--- config.mk ---
export PLATFORM = sky130hd
export DESIGN_NAME = alu_cmd_initiator
export DESIGN_NICKNAME = d
export VERILOG_FILES = /design/src/rtl/alu_cmd_initiator.sv
export SDC_FILE = /design/constraint.sdc
export NUM_CORES = 1
export LEC_CHECK = 0
export ABC_AREA = 1
export CAP_MARGIN = 20
export CORE_ASPECT_RATIO = 2
export CORE_MARGIN = 4
export CORE_UTILIZATION = 55
export CTS_CLUSTER_DIAMETER = 200
export CTS_CLUSTER_SIZE = 28
export DETAILED_ROUTE_END_ITERATION = 8
export PLACE_DENSITY = 0.91
export SYNTH_ARGS = -nofsm -noshare
export SYNTH_HDL_FRONTEND = slang
export SYNTH_SLANG_ARGS = --single-unit
--- constraint.sdc ---
create_clock -name clk -period 4.9 [get_ports clk]
set_clock_uncertainty 0.05 [all_clocks]
set_input_delay 1.47 -clock clk [delete_from_list [all_inputs] [get_ports clk]]
set_output_delay 1.47 -clock clk [all_outputs]
set_load 0.1 [all_outputs]
--- src/rtl/alu_cmd_initiator.sv ---
// alu_cmd_initiator
//   Accepts tagged ALU commands over a valid/ready handshake and buffers them
//   in a small FIFO. It drives one command at a time onto the combinational
//   ALU, waits SETTLE_CYCLES, and captures the result. The result goes back
//   downstream with its tag and opcode over a second valid/ready handshake.
//
// Parameters
//   FIFO_DEPTH    command FIFO entries (power of two, >= 2)
//   SETTLE_CYCLES cycles from driving alu_* to sampling alu_result (0 -> 1)
//   TAG_W         command/response tag width
//
// Ports
//   clk, rst                     clock, synchronous active-high reset
//   cmd_valid/cmd_ready          upstream handshake; cmd_a, cmd_b, cmd_op, cmd_tag
//   alu_a, alu_b, alu_opcode     driven to the ALU, change only on a FIFO pop
//   alu_result                   ALU output, sampled at the end of settle
//   rsp_valid/rsp_ready          downstream handshake; rsp_result, rsp_op, rsp_tag
//   busy                         FSM not idle or FIFO non-empty
//   op_count                     completed responses (wraps)
//   mismatch, err_count          self-check flag/count (tied to 0 unless
//                                ALU_SELFCHECK_EN is defined)
//
// Optional feature macro: ALU_SELFCHECK_EN
module alu_cmd_initiator #(
    parameter int FIFO_DEPTH    = 4,
    parameter int SETTLE_CYCLES = 1,
    parameter int TAG_W         = 4
) (
    input  logic             clk,
    input  logic             rst,
    input  logic             cmd_valid,
    output logic             cmd_ready,
    input  logic [3:0]       cmd_a,
    input  logic [3:0]       cmd_b,
    input  logic [1:0]       cmd_op,
    input  logic [TAG_W-1:0] cmd_tag,
    output logic [3:0]       alu_a,
    output logic [3:0]       alu_b,
    output logic [1:0]       alu_opcode,
    input  logic [4:0]       alu_result,
    output logic             rsp_valid,
    input  logic             rsp_ready,
    output logic [4:0]       rsp_result,
    output logic [1:0]       rsp_op,
    output logic [TAG_W-1:0] rsp_tag,
    output logic             busy,
    output logic [15:0]      op_count,
    output logic             mismatch,
    output logic [7:0]       err_count
);

    localparam int AW         = $clog2(FIFO_DEPTH);
    localparam int SETTLE_EFF = (SETTLE_CYCLES < 1) ? 1 : SETTLE_CYCLES;
    localparam int CW         = $clog2(SETTLE_EFF + 1);
    localparam int EW         = TAG_W + 10;

    typedef enum logic [1:0] {IDLE, SETTLE, RESP} state_t;

    state_t state, state_nx;

    // Command FIFO: pointers carry one extra wrap bit to tell full from empty.
    logic [EW-1:0]    mem [FIFO_DEPTH];
    logic [AW:0]      wr_ptr, rd_ptr;
    logic             full, empty, push, pop;
    logic [EW-1:0]    head;
    logic [TAG_W-1:0] tag_q;
    logic [CW-1:0]    cnt;
    logic             capture, handshake;

    assign empty     = (wr_ptr == rd_ptr);
    assign full      = (wr_ptr[AW] != rd_ptr[AW]) && (wr_ptr[AW-1:0] == rd_ptr[AW-1:0]);
    assign cmd_ready = !full;
    assign push      = cmd_valid && !full;
    assign pop       = (state == IDLE) && !empty;
    assign head      = mem[rd_ptr[AW-1:0]];
    assign capture   = (state == SETTLE) && (cnt == CW'(1));
    assign handshake = (state == RESP) && rsp_ready;
    assign busy      = (state != IDLE) || !empty;

    always_ff @(posedge clk) begin
        if (push)
            mem[wr_ptr[AW-1:0]] <= {cmd_tag, cmd_op, cmd_b, cmd_a};
    end

    always_ff @(posedge clk) begin
        if (rst) begin
            wr_ptr <= '0;
            rd_ptr <= '0;
        end else begin
            if (push) wr_ptr <= wr_ptr + 1'b1;
            if (pop)  rd_ptr <= rd_ptr + 1'b1;
        end
    end

    always_ff @(posedge clk) begin
        if (rst) state <= IDLE;
        else     state <= state_nx;
    end

    always_comb begin
        state_nx = state;
        case (state)
            IDLE:    if (!empty)  state_nx = SETTLE;
            SETTLE:  if (capture) state_nx = RESP;
            RESP:    if (rsp_ready) state_nx = IDLE;
            default: state_nx = IDLE;
        endcase
    end

    always_ff @(posedge clk) begin
        if (rst) begin
            alu_a      <= '0;
            alu_b      <= '0;
            alu_opcode <= '0;
            tag_q      <= '0;
            cnt        <= '0;
            rsp_valid  <= 1'b0;
            rsp_result <= '0;
            rsp_op     <= '0;
            rsp_tag    <= '0;
            op_count   <= '0;
        end else begin
            if (pop) begin
                {tag_q, alu_opcode, alu_b, alu_a} <= head;
                cnt <= CW'(SETTLE_EFF);
            end
            if (state == SETTLE)
                cnt <= cnt - CW'(1);
            if (capture) begin
                rsp_result <= alu_result;
                rsp_op     <= alu_opcode;
                rsp_tag    <= tag_q;
                rsp_valid  <= 1'b1;
            end
            if (handshake) begin
                rsp_valid <= 1'b0;
                op_count  <= op_count + 16'd1;
            end
        end
    end

`ifdef ALU_SELFCHECK_EN
    logic [4:0] exp_result;

    always_comb begin
        exp_result = '0;
        case (alu_opcode)
            2'b00: exp_result = {1'b0, alu_a} + {1'b0, alu_b};
            2'b01: exp_result = {1'b0, alu_a} - {1'b0, alu_b};
            2'b10: exp_result = {1'b0, alu_a & alu_b};
            2'b11: exp_result = {1'b0, alu_a | alu_b};
            default: exp_result = '0;
        endcase
    end

    always_ff @(posedge clk) begin
        if (rst) begin
            mismatch  <= 1'b0;
            err_count <= '0;
        end else if (capture) begin
            mismatch <= (alu_result != exp_result);
            if ((alu_result != exp_result) && (err_count != 8'hFF))
                err_count <= err_count + 8'd1;
        end else if (handshake) begin
            mismatch <= 1'b0;
        end
    end
`else
    assign mismatch  = 1'b0;
    assign err_count = '0;
`endif

endmodule

## Yosys cells after proc, flatten, opt, wreduce, memory -nomap -nowiden

Memory sizes are Yosys's and may differ from the RTL's. A register that Yosys moved wholly into a read port is not among the register bits.
Index checks and enable logic that the tools add are counted.
Widths: inputs -> output; s select.

- Add/sub/neg operators: 4
- Eq/ne operators: 8
- Muxes and demuxes: 8
- Reductions and logical operators: 13

Operator list:

| operator | count |
|---|---|
| $add 16x1->16 const B | 1 |
| $add 3x1->3 const B | 2 |
| $mux 2 | 3 |
| $ne 2x2->1 const B | 3 |
| $pmux 2 s3 | 1 |
| $logic_and 1x1->1 | 5 |
| $mux 1 | 4 |
| $reduce_bool 2->1 | 2 |
| $eq 3x3->1 | 1 |
| $reduce_and 3->1 | 1 |
| $eq 2x1->1 const B | 1 |
| $eq 2x2->1 | 1 |
| $eq 2x2->1 const B | 1 |
| $logic_not 1->1 | 2 |
| $logic_not 2->1 | 1 |
| $reduce_or 2->1 | 1 |
| $logic_or 1x1->1 | 1 |
| $ne 1x1->1 | 1 |
| $sub 1x1->1 const B | 1 |

- Register bits: 37
- Memory bits (writable): 56
- Bits of input ports: 23
- Output and inout port bits: 49
- Logic and storage cells: 43
- Memories kept: 1

Memories:

| name | words | bits a word | read ports | clocked after Yosys merged registers in | wr ports | RTL line | RTL |
|---|---|---|---|---|---|---|---|
| mem | 4 | 14 | 1 | 1 | 1 | 62 | `logic [EW-1:0] mem [FIFO_DEPTH];` |

## Longest topological paths before layout

- Depth after elaboration: 6
- Depth in mapped cells: 9
- Gate-level depth less buffers: 8

## Least setup slack after synthesis

No wires, ideal clock.

- Path kind: flip-flop to output port
- Start point: register wr_ptr[0]
- End point: output port busy
- Arrival time: 1.490 ns
- Required time: 3.380 ns
- Path slack: 1.890 ns
- Cell stages (with the launch flop): 5
- Buffers on the path: 0
- Path through: dfxtp_1 -> inv_1 -> nand2_1 -> nand2_1 -> nand4_1

- Cells in the longest elaborated chain, start to end: 3

Ends and longest elaborated chain:

| what | RTL line | RTL |
|---|---|---|
| start: declaration | 63 | `logic [AW:0] wr_ptr, rd_ptr;` |
| start signal: assignment | 90 | `if (push) wr_ptr <= wr_ptr + 1'b1;` |
| $eq 3x3->1 | 70 | `assign empty = (wr_ptr == rd_ptr);` |
| $logic_not 1->1 | n/a |  |
| $logic_or 1x1->1 | 78 | `assign busy = (state != IDLE) \|\| !empty;` |
| end: declaration | 46 | `output logic busy,` |

Every way passes these cells.

## Worst setup path in the final report

- Start point: register rd_ptr[0]
- End point: output port cmd_ready

- Cells in the longest elaborated chain, start to end: 3

Ends and longest elaborated chain:

| what | RTL line | RTL |
|---|---|---|
| start: declaration | 63 |  |
| start signal: assignment | 91 | `if (pop) rd_ptr <= rd_ptr + 1'b1;` |
| $eq 2x2->1 | 71 | `assign full = (wr_ptr[AW] != rd_ptr[AW]) && (wr_ptr[AW-1:0] == rd_ptr[AW-1:0]);` |
| $logic_and 1x1->1 | 71 |  |
| $logic_not 1->1 | 72 | `assign cmd_ready = !full;` |
| end: declaration | 32 | `output logic cmd_ready,` |

Every way passes these cells.

==> reports/qor.yml <==
status:
  status: "completed"
grt:
  grt_max_degree: 35
  globalRouteTotalUtil_pct: 19.71
  grt_pass1_vias: 3211
  overflow: 0
  grt_pass1_wl_um: 14770
  grt_antenna_before_repair: 0
pwr:
  power_mw: 2.907
  p_per_area_nw_per_um2: 537.3
  ir_worst_vdd_v: 0.0002927
  power_leakage_nw: 2.067
yosys:
  netlist-cell-type-count: 28
  synthTopCellsByArea: "edfxtp_1 37%, dfxtp_1 23%, nor2_1 8.9%"
  synthMostInstantiatedCell: "nor2_1"
  avgSynthCellArea_um2: 9.191
  ys_seq_elements: 107
  ys_warn_count: 0
  yosysSeqAreaShare_pct: 60.13
  synth_cells: 489
  synth_commonest_cells: "107 x nor2_1, 81 x nand2_1, 56 x edfxtp_1, 51 x dfxtp_1, 44 x o21ai_0"
  synth_area_leader_cell: "edfxtp_1"
  synth_flop_cell: "edfxtp_1"
  synth_edf_count: 56
  synth_top_area_share_pct: 37.42
  synth-async-reset-ratio_pct: 0
  syn_area_um2: 4494
finish:
  syn_to_final_growth_pct: 20.38
  layout.nets: 576
  diodes: 0
  drive_above_1_share_pct: 5.263
placed_design:
  place_hpwl_um: 6419
  port_buffers: 62
  gp_congestion: 0.8918
worst_setup_path:
  cp_slowest_stage_delay_ns: 0.49
  crit_slowest_cell: "dfxtp_1"
  cp_top_family: "buffers and inverters"
  worst-setup-path-type: "flip-flop to output port"
  cp_cell_sequence: "buf_4, inv_2, nand2_1, nand2_1, nand3_1, buf_4"
  timing.critical_path.buf_inv: 3
  reg2reg_from: "rd_ptr[0]"
  cp_max_fo: 30
  endpoint_kind: "output port"
  cp.arrival_ns: 2.04
  startpoint_type: "flip-flop"
  cp-startpoint: "rd_ptr[0]"
  required_ns: 3.38
floorplan:
  core_area_um2: 7943
  start_util_pct: 56.58
  dieWidth_um: 71.92
  dieArea_um2: 9770
  ios: 72
  die_h_um: 135.8
  rows: 46
timing:
  max_freq_mhz: 281.1
  rsz0062_at_grt: "false"
  max_slew_margin_pct: 33.28
  setup_violations: 0
  hold_violations: 0
  finalCriticalPeriod_ns: 3.557
  worst_pin_slew_ns: 0.9977
  slew_violations: 0
  tns_ns: 0
  period_share_pct: 72.60
drt:
  vias: 3325
  drc: 0
  drt_iter0_markers: 196
  routed_wl_um: 8953
  ant_nets: 0
  routedWlPerCell_um: 13.84
  viasPerCell: 5.139
  dr.pass1.iters: 4
cts:
  cts-resized-gates: 0
  cts_tree: "built"
  cts.sinks: 107
  insertion_delay_ns: 0.34
  cts.clk_slew.worst_paths_ns: 0.06
  cts_hold_buf: 0
  numCtsBuffers: 9
  root_buffer: "clkbuf_16"
  cts_max_level: 3
  cts.path.max_buffers: 2
  postCtsSetupBuffers: 0
worst_hold_path:
  hp-class: "flip-flop to flip-flop"
  hp-start: "rsp_result[0]"
job:
  cap_violations: 0
## layer usage
layer | routed length (µm) | up-vias | GRT usage (%)
met4 | 211 | 0 | 10.04
li1 | - | 1688 | -
met2 | 4851 | 84 | 34.68
met3 | 385 | 18 | 4.515
met5 | 0 | - | 0
met1 | 3503 | 1535 | 21.72
## cell type report
class                   instances  area (µm²)
well taps                      96       120.1
inverters                      43       161.4
clock buffers                  11       232.7
multi-input cells             318        1483
fillers                       601        2532
flip-flops and latches        107        2703
clock inverters                 4       42.54
repair buffers                 68       668.1
## metrics by stage
step | hold WS (ns) | util [%] | cells | area [µm²] | worst slack [ns]
floorplan | 0.4117 | - | 497 | 4524 | 1.890
global placement | 0.3970 | 64.18 | 628 | 5097 | 1.514
detailed placement | 0.4113 | 64.18 | 628 | 5097 | 1.390
CTS | 0.4211 | 67.64 | 643 | 5373 | 1.320
global route | 0.4291 | 68.12 | 647 | 5410 | 1.151
finish | 0.4179 | 68.12 | 647 | 5410 | 1.343
## cell usage in the layout, fill, tap and decap left out, types with 2 or more instances in the layout
| cell type | netlist | layout |
|---|---|---|
| nor2_1 | 107 | 107 |
| nand2_1 | 81 | 81 |
| clkdlybuf4s50_1 | 0 | 60 |
| edfxtp_1 | 56 | 56 |
| dfxtp_1 | 51 | 51 |
| o21ai_0 | 44 | 44 |
| inv_1 | 41 | 41 |
| nand3_1 | 21 | 21 |
| a21oi_1 | 21 | 21 |
| conb_1 | 1 | 9 |
| clkbuf_16 | 0 | 9 |
| xor2_1 | 6 | 6 |
| ha_1 | 6 | 6 |
| buf_4 | 15 | 6 |
| nand4_1 | 5 | 5 |
| o21bai_1 | 5 | 5 |
| inv_2 | 2 | 2 |
| nand2_2 | 2 | 2 |
| nor2_4 | 2 | 2 |
| o21ai_1 | 2 | 2 |
| clkinv_1 | 0 | 2 |
| clkbuf_1 | 9 | 2 |
| buf_6 | 1 | 2 |
## path summary, 6_finish.rpt
| path | slack (ns) | cells after the start | to |
|---|---|---|---|
| worst max-delay path | 1.34 | 6 | cmd_ready |
| worst min-delay path | 0.42 | 2 | rsp_result[0] |
| worst max register to register | 2.51 | 8 | mem[2][8] |
| worst min register to register | 0.42 | 2 | rsp_result[0] |
## kinds of logic (layout without fill, tap and decap cells)
| group | after synthesis | count (layout) | share of synthesized area, % |
|---|---|---|---|
| xor gates and xnor gates | 7 | 7 | 1.531 |
| DFF | 107 | 107 | 60.13 |
| AOI/OAI and AO/OA | 74 | 74 | 8.603 |
| other | 1 | 9 | 0.08344 |
| and+or+nand+nor | 222 | 222 | 20.43 |
| buffers and inverters | 72 | 126 | 7.545 |
| adders and majority gates | 6 | 6 | 1.670 |
## report_power, final
group / switching [mW] / leakage, nW / internal, mW
clock: 0.286 / 0.131 / 0.388
sequential: 0.0988 / 0.931 / 1.05
combinational: 0.804 / 1.01 / 0.277
total: 1.19 / 2.07 / 1.72
## registers in the layout, summed over array words and instances, names as in the netlist
| register | cells |
|---|---|
| alu_a | 4 |
| alu_b | 4 |
| alu_opcode | 2 |
| cnt | 1 |
| mem | 56 |
| op_count | 16 |
| rd_ptr | 3 |
| rsp_op | 2 |
| rsp_result | 5 |
| rsp_tag | 4 |
| rsp_valid | 1 |
| state | 2 |
| tag_q | 4 |
| wr_ptr | 3 |
## tightest hold or removal path: stages, from the launching register on
cell and delay (ns):
dfxtp_1 0.31, nand2_1 0.06, a21oi_1 0.05
Note: power is estimated with default switching activity, not from simulation.
